$ cat src/rtl/booth_seq_ctrl.sv
// Sequential radix-2 Booth multiplier (signed N x N -> 2N) driving an external 4-bit iteration counter.
// Latency: start accept edge to done high is N+3 cycles; next start accepted at earliest N+4 cycles later.
// Backpressure: start is only sampled in IDLE; requests while busy or in DONE are dropped, not queued.
module booth_seq_ctrl #(
  parameter int N = 8
) (
  input  logic           clk,
  input  logic           rst,
  input  logic           start,
  input  logic [N-1:0]   multiplicand,
  input  logic [N-1:0]   multiplier,
  input  logic           cnt_zero,
  output logic           cnt_load,
  output logic [3:0]     cnt_load_value,
  output logic           cnt_dec,
  output logic           busy,
  output logic           done,
  output logic [2*N-1:0] product
);

  typedef enum logic [1:0] {
    IDLE = 2'd0,
    LOAD = 2'd1,
    RUN  = 2'd2,
    DONE = 2'd3
  } state_t;

  state_t           state_q, state_d;
  // A carries one guard bit so A+M / A-M cannot overflow, even for M = -2^(N-1).
  logic [N:0]       a_q, a_d;
  logic [N-1:0]     q_q, q_d;
  logic             qm1_q, qm1_d;
  logic [N:0]       m_q, m_d;
  logic [2*N-1:0]   product_q, product_d;
  logic [N:0]       a_n;

  assign cnt_load_value = 4'(N);
  assign product        = product_q;

  // State and datapath registers, all cleared by synchronous reset.
  always_ff @(posedge clk) begin
    if (rst) begin
      state_q   <= IDLE;
      a_q       <= '0;
      q_q       <= '0;
      qm1_q     <= 1'b0;
      m_q       <= '0;
      product_q <= '0;
    end else begin
      state_q   <= state_d;
      a_q       <= a_d;
      q_q       <= q_d;
      qm1_q     <= qm1_d;
      m_q       <= m_d;
      product_q <= product_d;
    end
  end

  // Booth add/subtract selection from the two low bits of {Q, Q-1}.
  always_comb begin
    a_n = a_q;
    case ({q_q[0], qm1_q})
      2'b01:   a_n = a_q + m_q;
      2'b10:   a_n = a_q - m_q;
      default: a_n = a_q;
    endcase
  end

  // Next-state, datapath update and counter/handshake strobes.
  always_comb begin
    state_d   = state_q;
    a_d       = a_q;
    q_d       = q_q;
    qm1_d     = qm1_q;
    m_d       = m_q;
    product_d = product_q;
    cnt_load  = 1'b0;
    cnt_dec   = 1'b0;
    busy      = 1'b0;
    done      = 1'b0;

    case (state_q)
      IDLE: begin
        if (start) begin
          m_d     = {multiplicand[N-1], multiplicand};
          q_d     = multiplier;
          a_d     = '0;
          qm1_d   = 1'b0;
          state_d = LOAD;
        end
      end
      LOAD: begin
        busy     = 1'b1;
        cnt_load = 1'b1;
        state_d  = RUN;
      end
      RUN: begin
        busy = 1'b1;
        if (!cnt_zero) begin
          // Arithmetic right shift of {A_n, Q, Q-1}; A_n's sign bit is replicated.
          a_d     = {a_n[N], a_n[N:1]};
          q_d     = {a_n[0], q_q[N-1:1]};
          qm1_d   = q_q[0];
          cnt_dec = 1'b1;
        end else begin
          // Counter exhausted: the low N bits of A with Q form the full product.
          product_d = {a_q[N-1:0], q_q};
          state_d   = DONE;
        end
      end
      DONE: begin
        done    = 1'b1;
        state_d = IDLE;
      end
      default: state_d = IDLE;
    endcase
  end

endmodule

$ cat config.mk
export PLATFORM = sky130hd
export DESIGN_NAME = booth_seq_ctrl
export DESIGN_NICKNAME = d
export VERILOG_FILES = /design/src/rtl/booth_seq_ctrl.sv
export SDC_FILE = /design/constraint.sdc
export NUM_CORES = 1
export LEC_CHECK = 0
export ABC_AREA = 1
export BUFFER_PORTS_ARGS = -buffer_cell sky130_fd_sc_hd__buf_2
export CAP_MARGIN = 20
export CORE_UTILIZATION = 55
export CTS_BUF_LIST = sky130_fd_sc_hd__clkbuf_16
export CTS_CLUSTER_SIZE = 8
export DETAILED_ROUTE_END_ITERATION = 12
export GPL_TIMING_DRIVEN = 0
export PLACE_DENSITY = 0.83
export REMOVE_ABC_BUFFERS = 1
export SLEW_MARGIN = 20
export SYNTH_ARGS = -nofsm -noshare
export SYNTH_HDL_FRONTEND = slang
export SYNTH_SLANG_ARGS = --single-unit
$ cat constraint.sdc
create_clock -name clk -period 3.01 [get_ports clk]
set_input_delay 0.602 -clock clk [delete_from_list [all_inputs] [get_ports clk]]
set_output_delay 0.602 -clock clk [all_outputs]
set_load 0.005 [all_outputs]
* Yosys cells after proc, flatten, opt, wreduce, memory -nomap -nowiden
Cells that the tools add are included.
Word-level totals: register bits after elaboration 44
Operators by class: reductions and logical operators 7, eq/ne operators 8, $add $sub $neg 2, mux-type cells 18
Operators with widths (number):
- case mux 9 bit (2 select lines) | 2
- two-way mux 9 bit | 2
- two-way mux 8 bit | 2
- case mux 8 bit (2 select lines) | 1
- adder 9 bit | 1
- subtractor 9 bit | 1
- case mux 2 bit (4 select lines) | 1
- two-way mux 1 bit | 7
- equality test 2 bit, second input constant | 3
- != test 2 bit, second input constant | 3
- AND reduction 2 bit | 3
- equality test 2 x 1 -> 1 bit, second input constant | 2
- two-way mux 2 bit | 2
- AND reduction 3 bit | 1
- zero test 2 bit | 1
- case mux 1 bit (2 select lines) | 1
- nonzero test 2 bit | 1
- OR reduction 2 bit | 1

* Logic depth before layout (Yosys ltp)
depth after elaboration 4, mapped depth 18

* Least setup slack after synthesis
Ideal clock, no wire load.
kind reg2reg, from register m_q[0], to register a_q[6], period minus slack after synthesis 2.126 ns, library setup time 0.132 ns, required time 2.878 ns, arrival 1.994 ns, stages on the path, launching flop included 17, path buffers 0, slack 0.884 ns, path through dfxtp_1 -> inv_1 -> ha_1 -> inv_1 -> nor2_1 -> inv_1 -> o21ai_0 -> xnor2_1 -> inv_1 -> ha_1 -> a21o_1 -> a21oi_1 -> nand2_1 -> nand2_1 -> nand3_1 -> nand2_1 -> a21oi_1
Between the ends: longest elaborated chain between the ends 4, elaborated cells between the ends (all ways) 5, those cells by class add/sub: 2; mux: 3
Ends and longest elaborated chain:
- start, declared | line 33 | logic [N:0] m_q, m_d;
- start signal, assigned | line 54 | m_q <= m_d;
- subtractor 9 bit or adder 9 bit (tied branches) | line 64, 63
- case mux 9 bit (2 select lines) (*) | line 62 | case ({q_q[0], qm1_q})
- two-way mux 9 bit (*) | line 99 | if (!cnt_zero) begin
- case mux 9 bit (2 select lines) (*) | line 82 | case (state_q)
- end signal, assigned | line 44 | a_q <= '0;
- end signal, assigned | line 51 | a_q <= a_d;
- end, declared | line 30 | logic [N:0] a_q, a_d;
Mark *: on every way between the ends. The rest lies on a longest branch, timed or not. The select of a mux whose other input is x is not followed. A chain may end at the register's enable or synchronous reset.

* Final worst setup path
from register state_q[0], to register q_q[7]
Between the ends: longest elaborated chain between the ends 3, elaborated cells between the ends (all ways) 7, those cells by class eq/ne: 3; mux: 1; reduce/logical: 3
Ends and longest elaborated chain:
- start, declared | line 28 | state_t state_q, state_d;
- start signal, assigned | line 50 | state_q <= state_d;
- equality test 2 bit or zero test 2 bit (tied branches) | line 82
- != test 2 bit (no line) or nonzero test 2 bit (tied branches)
- AND reduction 3 bit (no line)
- end signal, assigned | line 52 | q_q <= q_d;
- end, declared | line 31 | logic [N-1:0] q_q, q_d;
Several ways; a longest one is shown, not always the timed one.

==> run_results.csv <==
group,metric,value,unit
synth,synth_ff_type,"dfxtp_1",
synth,synth_area,2370,µm²
drt,dr.first_iter.drc_count,93,
drt,ant_nets,0,
place,gp_congestion,0.825,
finish,design_area,2710,µm²
place,port_buffers,39,
power,power_density,958,nW/µm²
setup_path,path_max_fanout,24,
clock_network,post-cts-setup-buffers,0,
setup_path,cp.required,3.15,ns
die,die_h,67.7,µm
global_routing,grt_pass1_wl,8360,µm
global_routing,overflow,0,
synth,synth_edf_count,0,
die,core,4060,µm²
timing,tightest_slew,0.776,ns
clock_network,path_clk_slew,0.06,ns
synth,ys_seq_area_share,36.3,%
die,die_w,67.7,µm
timing,max_freq,0.403,GHz
clock_network,cts_tree,"yes",
drt,vias_per_cell,5.23,
setup_path,crit_path_end_kind,"flop",
drt,via_count,2153,
clock_network,clk_path_buf_depth,2,
clock_network,htree_levels,2,
power,p_leak,1.26,nW
finish,final_common_cell,"nand2_1",
timing,whs,0.460,ns
drt,wire_per_inst,11.5,µm
setup_path,start_kind,"flop",
finish,n_antenna_cell,0,
finish,postLayoutCoreUtil,66.9,%
drt,drc,0,
clock_network,hold_buffers,0,
finish,fin_nets,396,
timing,slew_headroom,48.2,%
global_routing,track_usage,24.3,%
clock_network,post_cts_resized,0,
power,total_power,2.60,mW
clock_network,root_buffer,"clkbuf_16",
finish,area_growth_syn_to_layout,14.4,%
clock_network,cts.sinks,43,
synth,synth.avg_cell_area,7.18,µm²
drt,routed_wl,4730,µm
timing,finalSetupTns,0,ns
timing,hold_viol,0,
global_routing,grt_start_max_net_pins,44,
timing,rsz0062_at_grt,"no",
die,rows,23,
status,outcome,"completed",
synth,ys_warn_count,0,
synth,ys_types,34,
synth,syn_inst,330,
die,io_pins,44,
die,initial_core_util,58.4,%
timing,drv_slew,0,
min_path,hold_class,"reg -> reg",
setup_path,crit_type,"reg -> reg",
timing,finalCriticalPeriod,2.48,ns
timing,period_share,82.5,%
power,peakVddDrop,0.000788,V
clock_network,cts_buffers,5,
job,drv.max_cap_violation_count,0,
clock_network,clock_latency,0.28,ns
global_routing,antenna_found_initial,0,
drt,drt_first_pass_iters,4,
finish,layout-drive-gt1-share,16.6,%
global_routing,grt_pass1_vias,2004,
synth,async_flop_share,0,%
finish,most-common-layout-cells,"nand2_1 (84), dfxtp_1 (43), buf_2 (39)",
timing,setup_viol,0,
place,place_area,2540,µm²
timing,finalClockSkew,0.00416,ns
place,dpl.hpwl,3400,µm
synth,ys_ff_latch,43,
setup_path,cp.arrival,2.62,ns
die,dieArea,4580,µm²
-- Yosys cell counts (2+ instances only) --
library cell / n / area (µm²)
xnor2_1: 2 / 17.5
inv_1: 36 / 135
a211oi_1: 13 / 97.6
nand4_1: 2 / 12.5
ha_1: 14 / 175
nor2_2: 3 / 18.8
inv_2: 4 / 15.0
dfxtp_1: 43 / 861
a31oi_1: 6 / 37.5
buf_4: 6 / 45.0
o21ai_0: 5 / 25.0
o21bai_1: 7 / 52.6
a211oi_2: 2 / 25.0
nor2_1: 25 / 93.8
a21oi_1: 34 / 170
clkbuf_1: 9 / 33.8
xor2_1: 5 / 43.8
conb_1: 2 / 7.51
nand3_1: 11 / 55.1
o21ai_1: 4 / 20.0
nand2_1: 84 / 315
-- routing by layer --
metal | vias to the layer above | track usage (%) | share of wire (%)
li1 | 1131 | - | -
met1 | 970 | 27.5 | 46
met2 | 46 | 43.7 | 49
met3 | 6 | 5.41 | 3.8
met4 | 0 | 9.31 | 1.5
met5 | - | 0 | 0
-- cell type report --
cell class / count / area, µm²
Clock buffer: 5 / 125
Clock inverter: 3 / 46.3
Fill cell: 364 / 1350
Inverter: 41 / 156
Multi-Input combinational cell: 231 / 1270
Sequential cell: 43 / 861
Tap cell: 50 / 62.6
Timing Repair Buffer: 39 / 195
-- flip-flops by register name, indices dropped and copies added, names as in the netlist --
| name | flops |
|---|---|
| m_q | 8 |
| a_q | 8 |
| state_q | 2 |
| q_q | 8 |
| qm1_q | 1 |
| product | 16 |
-- per-stage QoR --
stage / cells / worst slack (ns)
after floorplan: 315 / 0.901
after global placement: 404 / 0.575
after detailed placement: 404 / 0.538
after CTS: 412 / 0.519
after global routing: 412 / 0.272
final: 412 / 0.527
-- path summary, 6_finish.rpt --
path,startpoint,endpoint,slack (ns),cells after the start
min reg2reg,product[3],product[3],0.46,2
min,product[3],product[3],0.46,2
max,state_q[0],q_q[7],0.53,8
max reg2reg,state_q[0],q_q[7],0.53,8
-- report_power, final --
part	switching [mW]	total [mW]	internal, mW
clock network	0.224	0.618	0.394
registers	0.0779	0.761	0.683
logic	0.772	1.22	0.449
-- worst max-delay path, cell delays in order (launching register included) --
cell	delay, ns
dfxtp_1	0.36
inv_1	0.09
ha_1	0.37
nand2_2	0.27
inv_2	0.23
nor3_4	0.55
inv_2	0.24
nor2_1	0.18
a211oi_2	0.04
-- logic make-up (layout without fill, tap and decap cells) --
kind of cell	count (synthesis)	after routing	synth area share, %
AO/OA/AOI/OAI	76	76	19.6
adder cells (fa/ha/maj)	15	15	8.23
flip-flops	43	43	36.3
AND/OR/NAND/NOR	129	129	22.3
XOR/XNOR	7	7	2.59
buffers and inverters	58	88	10.6
other	2	4	0.317
Power figures use the tool's default switching activity.
